[src/rtl/usrclk_seq_pkg.sv]
// rtl/usrclk_seq_pkg.sv - shared types, defaults and output decode for the user-clock reset sequencer
package usrclk_seq_pkg;

    typedef enum logic [2:0] {
        WAIT_STABLE,
        CLR,
        WAIT_ACTIVE,
        SETTLE,
        RUN,
        FAULT
    } seq_state_t;

    localparam int DEF_CLR_CYCLES     = 16;
    localparam int DEF_ACTIVE_TIMEOUT = 4096;
    localparam int DEF_SETTLE_CYCLES  = 64;
    localparam int DEF_MAX_RETRY      = 7;

    typedef struct packed {
        logic buf_clr;
        logic gt_userrdy;
        logic datapath_rst;
        logic seq_done;
        logic fault;
    } seq_out_t;

    // WAIT_STABLE values double as the reset values of the output registers.
    function automatic seq_out_t decode_outputs(input seq_state_t s);
        seq_out_t o;
        o = '{buf_clr: 1'b1, gt_userrdy: 1'b0, datapath_rst: 1'b1, seq_done: 1'b0, fault: 1'b0};
        case (s)
            WAIT_ACTIVE: o.buf_clr = 1'b0;
            SETTLE: begin
                o.buf_clr    = 1'b0;
                o.gt_userrdy = 1'b1;
            end
            RUN: begin
                o.buf_clr      = 1'b0;
                o.gt_userrdy   = 1'b1;
                o.datapath_rst = 1'b0;
                o.seq_done     = 1'b1;
            end
            FAULT:   o.fault = 1'b1;
            default: ;
        endcase
        return o;
    endfunction

endpackage

[src/rtl/sync_2ff.sv]
// rtl/sync_2ff.sv - two-flop synchronizer for a single asynchronous level
module sync_2ff (
    input  logic clk,
    input  logic rst_n,
    input  logic d,
    output logic q
);

    (* ASYNC_REG = "TRUE" *) logic meta;
    (* ASYNC_REG = "TRUE" *) logic sync;

    always_ff @(posedge clk or negedge rst_n) begin
        if (!rst_n) begin
            meta <= 1'b0;
            sync <= 1'b0;
        end else begin
            meta <= d;
            sync <= meta;
        end
    end

    assign q = sync;

endmodule

[src/rtl/usrclk_reset_sequencer.sv]
// rtl/usrclk_reset_sequencer.sv - sequences buffer clear, usrclk activity wait and datapath reset release
module usrclk_reset_sequencer
    import usrclk_seq_pkg::*;
#(
    parameter int CLR_CYCLES     = DEF_CLR_CYCLES,
    parameter int ACTIVE_TIMEOUT = DEF_ACTIVE_TIMEOUT,
    parameter int SETTLE_CYCLES  = DEF_SETTLE_CYCLES,
    parameter int MAX_RETRY      = DEF_MAX_RETRY,
    localparam int RETRY_W       = ($clog2(MAX_RETRY + 1) > 0) ? $clog2(MAX_RETRY + 1) : 1
) (
    input  logic               clk,
    input  logic               rst_n,
    input  logic               outclk_stable,
    input  logic               usrclk_active,
    input  logic               restart,
    output logic               buf_clr,
    output logic               gt_userrdy,
    output logic               datapath_rst,
    output logic               seq_done,
    output logic               fault,
    output logic [RETRY_W-1:0] retry_cnt
);

    localparam int CNT_MAX = (CLR_CYCLES > SETTLE_CYCLES) ? CLR_CYCLES : SETTLE_CYCLES;
    localparam int CNT_W   = (CNT_MAX > 1) ? $clog2(CNT_MAX) : 1;
    localparam int TMR_W   = (ACTIVE_TIMEOUT > 1) ? $clog2(ACTIVE_TIMEOUT) : 1;

    localparam logic [CNT_W-1:0]   CLR_LOAD    = CNT_W'(CLR_CYCLES - 1);
    localparam logic [CNT_W-1:0]   SETTLE_LOAD = CNT_W'(SETTLE_CYCLES - 1);
    localparam logic [TMR_W-1:0]   TMR_LAST    = TMR_W'(ACTIVE_TIMEOUT - 1);
    localparam logic [RETRY_W-1:0] RETRY_LAST  = RETRY_W'(MAX_RETRY);

    logic stable_s;
    logic active_s;

    seq_state_t         state, state_nxt;
    logic [CNT_W-1:0]   cnt, cnt_nxt;
    logic [TMR_W-1:0]   tmr, tmr_nxt;
    logic [RETRY_W-1:0] retry_q, retry_nxt;
    seq_out_t           out_q;

    sync_2ff u_sync_stable (.clk(clk), .rst_n(rst_n), .d(outclk_stable), .q(stable_s));
    sync_2ff u_sync_active (.clk(clk), .rst_n(rst_n), .d(usrclk_active), .q(active_s));

    // restart outranks clock loss, and both outrank any counter expiry in the same cycle.
    always_comb begin
        state_nxt = state;
        cnt_nxt   = cnt;
        tmr_nxt   = tmr;
        retry_nxt = retry_q;
        if (restart) begin
            state_nxt = WAIT_STABLE;
            retry_nxt = '0;
        end else if (!stable_s && (state inside {CLR, WAIT_ACTIVE, SETTLE, RUN})) begin
            state_nxt = WAIT_STABLE;
        end else begin
            case (state)
                WAIT_STABLE: begin
                    if (stable_s) begin
                        state_nxt = CLR;
                        cnt_nxt   = CLR_LOAD;
                    end
                end
                CLR: begin
                    if (cnt == '0) begin
                        state_nxt = WAIT_ACTIVE;
                        tmr_nxt   = '0;
                    end else begin
                        cnt_nxt = cnt - CNT_W'(1);
                    end
                end
                WAIT_ACTIVE: begin
                    if (active_s) begin
                        state_nxt = SETTLE;
                        cnt_nxt   = SETTLE_LOAD;
                    end else if (tmr == TMR_LAST) begin
                        if (retry_q == RETRY_LAST) begin
                            state_nxt = FAULT;
                        end else begin
                            state_nxt = CLR;
                            cnt_nxt   = CLR_LOAD;
                            retry_nxt = retry_q + RETRY_W'(1);
                        end
                    end else begin
                        tmr_nxt = tmr + TMR_W'(1);
                    end
                end
                SETTLE: begin
                    if (cnt == '0) begin
                        state_nxt = RUN;
                        retry_nxt = '0;
                    end else begin
                        cnt_nxt = cnt - CNT_W'(1);
                    end
                end
                RUN: begin
                    if (!active_s) state_nxt = WAIT_STABLE;
                end
                FAULT:   ;
                default: state_nxt = WAIT_STABLE;
            endcase
        end
    end

    always_ff @(posedge clk or negedge rst_n) begin
        if (!rst_n) begin
            state   <= WAIT_STABLE;
            cnt     <= '0;
            tmr     <= '0;
            retry_q <= '0;
            out_q   <= decode_outputs(WAIT_STABLE);
        end else begin
            state   <= state_nxt;
            cnt     <= cnt_nxt;
            tmr     <= tmr_nxt;
            retry_q <= retry_nxt;
            out_q   <= decode_outputs(state_nxt);
        end
    end

    assign buf_clr      = out_q.buf_clr;
    assign gt_userrdy   = out_q.gt_userrdy;
    assign datapath_rst = out_q.datapath_rst;
    assign seq_done     = out_q.seq_done;
    assign fault        = out_q.fault;
    assign retry_cnt    = retry_q;

endmodule

[config.mk]
export PLATFORM = sky130hd
export DESIGN_NAME = usrclk_reset_sequencer
export DESIGN_NICKNAME = d
export VERILOG_FILES = /design/src/rtl/usrclk_seq_pkg.sv /design/src/rtl/sync_2ff.sv /design/src/rtl/usrclk_reset_sequencer.sv
export SDC_FILE = /design/constraint.sdc
export NUM_CORES = 1
export LEC_CHECK = 0
export CORE_ASPECT_RATIO = 1.5
export CORE_MARGIN = 5
export CORE_UTILIZATION = 58
export CTS_CLUSTER_DIAMETER = 30
export DETAILED_ROUTE_END_ITERATION = 8
export GPL_TIMING_DRIVEN = 0
export PLACE_DENSITY = 0.76
export SKIP_CTS_REPAIR_TIMING = 1
export SYNTH_ARGS = -nofsm -noshare
export SYNTH_HDL_FRONTEND = slang
export SYNTH_SLANG_ARGS = --single-unit
[constraint.sdc]
create_clock -name clk -period 2.8 [get_ports clk]
set_input_delay 0.42 -clock clk [delete_from_list [all_inputs] [get_ports clk]]
set_output_delay 0.42 -clock clk [all_outputs]
set_load 0.02 [all_outputs]
==> out/results.ini, run 1 <==
[run_status]
status=complete, no violations

[grt]
grt_use_met3_pct=3.61
use_met1_pct=22.1
grt_first_pass_wirelength_um=7080
grt_pass1_vias=1577
grt-ovfl-total=0
grt_use_met2_pct=37.1
grt.busiest_layer=met2
track_usage_pct=20.2
antenna_found_initial=0
grt_max_degree=34

[placement]
dp_hpwl_um=2980
place_congestion=0.959
portBuffers=12
place_ws_ps=142

[yosys]
syn-num-nets=203
synth.cell_area_sq_um=1800
ys_async_sr_fraction_pct=100
synth_seq_area_share_pct=46.0
synth_largest_area_cell=dfrtp_1
synth_edf_count=0
yosys_warnings=0
ys_ff_latch=33
yosysTopAreaCellShare_pct=43.1
synthCells=194
synth_area_per_cell_sq_um=9.27
synthDistinctLibCells=41
yosys-top-cells-area=dfrtp_1, o31ai_1, nor2_1
synth-main-ff-cell=dfrtp_1

[die]
start_util_pct=61.1
pin_count=13
dieHeight_um=78.2
core_sq_um=2940
dieWidth_um=55.5
dieArea_sq_um=4340
rows=24

[cts]
htreeDepth=2
tritoncts=yes
cts_buffers=5
clk_pin_slew_ps=70
clk_path_buf_depth=2
clock_latency_ps=290
numClockSinks=33
root_buffer=clkbuf_8

[pwr]
power_density_nw_per_um2=521
p_sw_mw=0.269
fin_total_pwr_mw=1.10
cell_internal_pwr_mw=0.828
leakage_nw=0.863
power_frac_comb_pct=11.3
switching_share_pct=24.5
power_frac_seq_pct=46.7
pwr-share-clk_pct=42.0
ir_drop_mv=0.376

[detailed_routing]
dr.pass1.iters=4
wl_um=4260
vias_per_cell=6.41
drtIter0Drc=58
avgRoutedWirePerCell_um=16.8
drcViolationCount=0
via_count=1627
ant_nets=0

[setup_path]
crit_fanout=10
slowest_stage=or4b_1
crit_path_end_kind=flop
cpPeakStageDelay_ps=450
critPathLaunchType=flop
worst_ep_required_time_ps=2960
worstPathArrival_ps=2840
path_class=reg2reg
crit_chain=inv_1, ha_1, or4b_1, buf_2, o32a_1, o22a_1, clkbuf_1, o31ai_2, o41ai_2

[finish]
area_growth_pct=17.0
final_layout_size_suffix_gt1_share_pct=10.7
nFillCells=254
multi_input_area_sq_um=921
seqCellArea_sq_um=828
n_antenna_cell=0
nNetsFinal=223

[timing]
fin_tns_setup_ps=0
finalWorstSetupSlack_ps=116
report.final.slew_viol_count=0
worstMarginPinSlew_ps=753
skew_ps=11.0
setup_viol=0
relSlewSlack_pct=49.8
rsz0062_at_grt=false
finalHoldViolations=0
fmax_mhz=373
timing.hold.ws_ps=195
finalCritPeriodShare_pct=95.9
fin_crit_ps=2680

[flow_run]
cap_violations=0

[min_path]
min_path_type=in2async

-- cell usage after synthesis (2+ instances only) --
cell type / instances
dfrtp_1: 31
nor2_1: 22
o21ai_0: 15
o31ai_1: 13
nand2_1: 11
nand3_1: 8
a21oi_1: 7
inv_1: 7
nand2b_1: 7
nor2b_1: 7
nor3_1: 7
clkbuf_1: 6
ha_1: 4
mux2i_1: 4
nand4_1: 4
o21bai_1: 4
buf_2: 3
or3b_2: 3
a31oi_1: 2
a32oi_1: 2
and2_1: 2
dfstp_2: 2
o32a_1: 2
o41ai_1: 2
or3_1: 2
or4_1: 2
-- cell type report --
type,count,share of cell area (%)
Clock inverter,1,1.43
Multi-Input combinational cell,144,43.8
Timing Repair Buffer,13,5.83
Buffer,10,1.96
Sequential cell,33,39.4
Inverter,7,1.25
Tap cell,39,2.32
Clock buffer,7,4.10
-- logic make-up (layout without fill, tap and decap cells) --
kind of cell | after synthesis | count (layout) | share of synthesized area [%]
AO/OA/AOI/OAI | 56 | 56 | 21.8
AND/OR/NAND/NOR | 80 | 80 | 23.4
buffers and inverters | 17 | 38 | 3.75
flip-flops | 33 | 33 | 46.0
multiplexers | 4 | 4 | 2.23
adder cells (fa/ha/maj) | 4 | 4 | 2.78
-- state kept, by name (all words and copies together), names as in the netlist --
signal and flops:
fault 1, buf_clr 1, u_sync_active.q 1, seq_done 1, datapath_rst 1, u_sync_stable.q 1
tmr 12, state 3, u_sync_active.meta 1, retry_cnt 3, cnt 6, gt_userrdy 1
u_sync_stable.meta 1
-- per-stage QoR --
stage | utilization [%] | std cells | instance area [sq um]
3_3_place_gp | 66.9 | 245 | 1970
3_5_place_dp | 66.7 | 245 | 1960
6_report | 71.5 | 254 | 2100
5_1_grt | 71.5 | 254 | 2100
2_1_floorplan | - | 194 | 1800
4_1_cts | 70.7 | 253 | 2080
-- final timing paths --
check / start / slack [ps] / to / cells past startpoint
max: cnt[0] / 120 / tmr[5] / 9
min: rst_n / 200 / retry_cnt[1] / 1
max reg2reg: cnt[0] / 120 / tmr[5] / 9
min reg2reg: u_sync_stable.meta / 360 / u_sync_stable.q / 0
max in group asynchronous: rst_n / 2120 / tmr[10] / 1
min in group clk: u_sync_stable.meta / 360 / u_sync_stable.q / 0
-- routing by layer --
metal	share of wire (%)	vias to the layer above
li1	-	756
met1	39	804
met2	54	61
met3	4.9	6
met4	1.6	0
met5	0	-
-- power by group through the flow --
stage | clock, mW | sequential, mW | combinational, mW
floorplan | 0 | 0.515 | 0.0809
global placement | 0 | 0.518 | 0.113
detailed placement | 0 | 0.520 | 0.117
CTS | 0.470 | 0.511 | 0.118
global route | 0.494 | 0.514 | 0.138
finish | 0.460 | 0.512 | 0.124
-- layout by cell type (no fill, tap or decap), drive strengths merged, types with 2 or more instances in the layout --
master,instances
dfrtp,31
nor2,22
o21ai,15
o31ai,13
clkbuf,13
nand2,11
clkdlybuf4s50,11
nand3,8
inv,7
nand2b,7
nor2b,7
nor3,7
a21oi,7
buf,6
nand4,4
o21bai,4
mux2i,4
ha,4
or3b,3
or4,2
a32oi,2
o32a,2
or3,2
a31oi,2
and2,2
dfstp,2
nor4,2
o41ai,2
-- worst max-delay path: cells and delay by family (launching register included) --
family,cells,cell delay (ps)
AO/OA/AOI/OAI,4,980
buffers and inverters,3,510
AND/OR/NAND/NOR,1,450
flip-flops,1,410
adder cells (fa/ha/maj),1,200
No activity file was read; power rests on OpenSTA's default activity.
==> run 2, diff against run 1 <==
--- a/config.mk
+++ b/config.mk
@@ -11,7 +11,7 @@
 export CTS_CLUSTER_DIAMETER = 30
 export DETAILED_ROUTE_END_ITERATION = 8
 export GPL_TIMING_DRIVEN = 0
-export PLACE_DENSITY = 0.76
+export PLACE_DENSITY_LB_ADDON = 0.2
 export SKIP_CTS_REPAIR_TIMING = 1
 export SYNTH_ARGS = -nofsm -noshare
 export SYNTH_HDL_FRONTEND = slang
==> out/results.ini, run 2 (synthesis gave the netlist of run 1 again) <==
[run_status]
status=complete, no violations

[finish]
nFillCells=239
largest-register=tmr
final_common_cell=dfrtp_1
n_antenna_cell=0
area_growth_pct=18.8
layout_common_cells=dfrtp_1, nor2_1, o21ai_0
largest_reg_flops=12
nNetsFinal=224
final_layout_size_suffix_gt1_share_pct=11.6
reg_top3=tmr x12, cnt x6

[setup_path]
worstPathArrival_ps=2860
cpPeakStageDelay_ps=460
crit_path_frequent_cell=buf_2
path_class=reg2reg
crit_fanout=10
crit_path_end_kind=flop
slowest_stage=or4b_1
worst_ep_required_time_ps=3020
critPathLaunchType=flop
crit_chain=inv_1, ha_1, or4b_1, buf_2, o32a_1, o22a_1, buf_2, nor4_2, mux2i_1

[die]
rows=24
dieWidth_um=55.5
core_sq_um=2940
dieHeight_um=78.2
pin_count=13
start_util_pct=61.1
dieArea_sq_um=4340

[cts]
clk_path_buf_depth=2
root_buffer=clkbuf_8
cts_buffers=5
htreeDepth=2
tritoncts=yes
numClockSinks=33
clk_pin_slew_ps=70
clock_latency_ps=290

[placement]
place_ws_ps=141
dp_hpwl_um=3100
portBuffers=12
place_congestion=0.953

[timing]
worstMarginPinSlew_ps=706
fmax_mhz=379
finalHoldViolations=0
fin_crit_ps=2640
report.final.slew_viol_count=0
finalCritPeriodShare_pct=94.3
skew_ps=4.66
timing.hold.ws_ps=360
fin_tns_setup_ps=0
finalWorstSetupSlack_ps=161
relSlewSlack_pct=52.8
rsz0062_at_grt=false
setup_viol=0

[pwr]
fin_total_pwr_mw=1.09
power_density_nw_per_um2=512
leakage_nw=0.874
ir_drop_mv=0.349

[detailed_routing]
vias_per_cell=6.31
drtIter0Drc=68
dr.pass1.iters=4
drcViolationCount=0
avgRoutedWirePerCell_um=16.6
wl_um=4220
via_count=1609
ant_nets=0

[grt]
use_met1_pct=21.2
grt.busiest_layer=met2
grt_pass1_vias=1660
grt_use_met2_pct=41.1
grt_use_met3_pct=3.61
antenna_found_initial=0
grt-ovfl-total=0
track_usage_pct=21.1
grt_first_pass_wirelength_um=7340
grt_max_degree=22

[min_path]
min_path_type=reg2reg

[flow_run]
cap_violations=0

==> run 2: through the flow <==
step / cell area (sq um) / instances / utilization, %
floorplan: 1800 / 194 / -
detailed placement: 2000 / 246 / 67.8
CTS: 2110 / 254 / 71.7
global placement: 1970 / 245 / 66.9
finish: 2140 / 255 / 72.6
global route: 2140 / 255 / 72.6
==> run 2: where the power goes <==
part	internal [mW]	switching (mW)	total [mW]
registers	0.494	0.0175	0.512
logic	0.0485	0.0805	0.129
clock network	0.266	0.187	0.453
total	0.809	0.285	1.09
==> run 2: area by class of cell <==
| cell class | instances | area, sq um | share of cell area (%) |
|---|---|---|---|
| multi-input cells | 144 | 921 | 43.1 |
| flip-flops and latches | 33 | 828 | 38.8 |
| clock inverters | 3 | 46.3 | 2.17 |
| plain buffers | 10 | 42.5 | 1.99 |
| repair buffers | 14 | 155 | 7.26 |
| well taps | 39 | 48.8 | 2.28 |
| inverters | 7 | 26.3 | 1.23 |
| clock buffers | 5 | 68.8 | 3.22 |
==> run 2: path summary, 6_finish.rpt <==
kind                                     from  slack [ps]  cells past startpoint         endpoint
max in group asynchronous               rst_n        1630                      2     datapath_rst
max reg2reg                            cnt[0]         160                      9          tmr[11]
min in group asynchronous               rst_n         550                      1     retry_cnt[0]
min                        u_sync_stable.meta         360                      0  u_sync_stable.q
min reg2reg                u_sync_stable.meta         360                      0  u_sync_stable.q
max                                    cnt[0]         160                      9          tmr[11]
==> run 2: per-layer routing <==
layer | vias to the layer above | wire, um | part of all wire [%]
met1 | 799 | 1620 | 38
met2 | 39 | 2360 | 56
met3 | 11 | 147 | 3.5
met5 | - | 0 | 0
met4 | 0 | 94 | 2.2
li1 | 760 | - | -
==> run 2: critical path, delay by kind of cell (launching register included) <==
family | cells | cell delay [ps]
AO/OA/AOI/OAI | 2 | 540
adder cells (fa/ha/maj) | 1 | 190
buffers and inverters | 3 | 450
flip-flops | 1 | 410
multiplexers | 1 | 210
AND/OR/NAND/NOR | 2 | 770
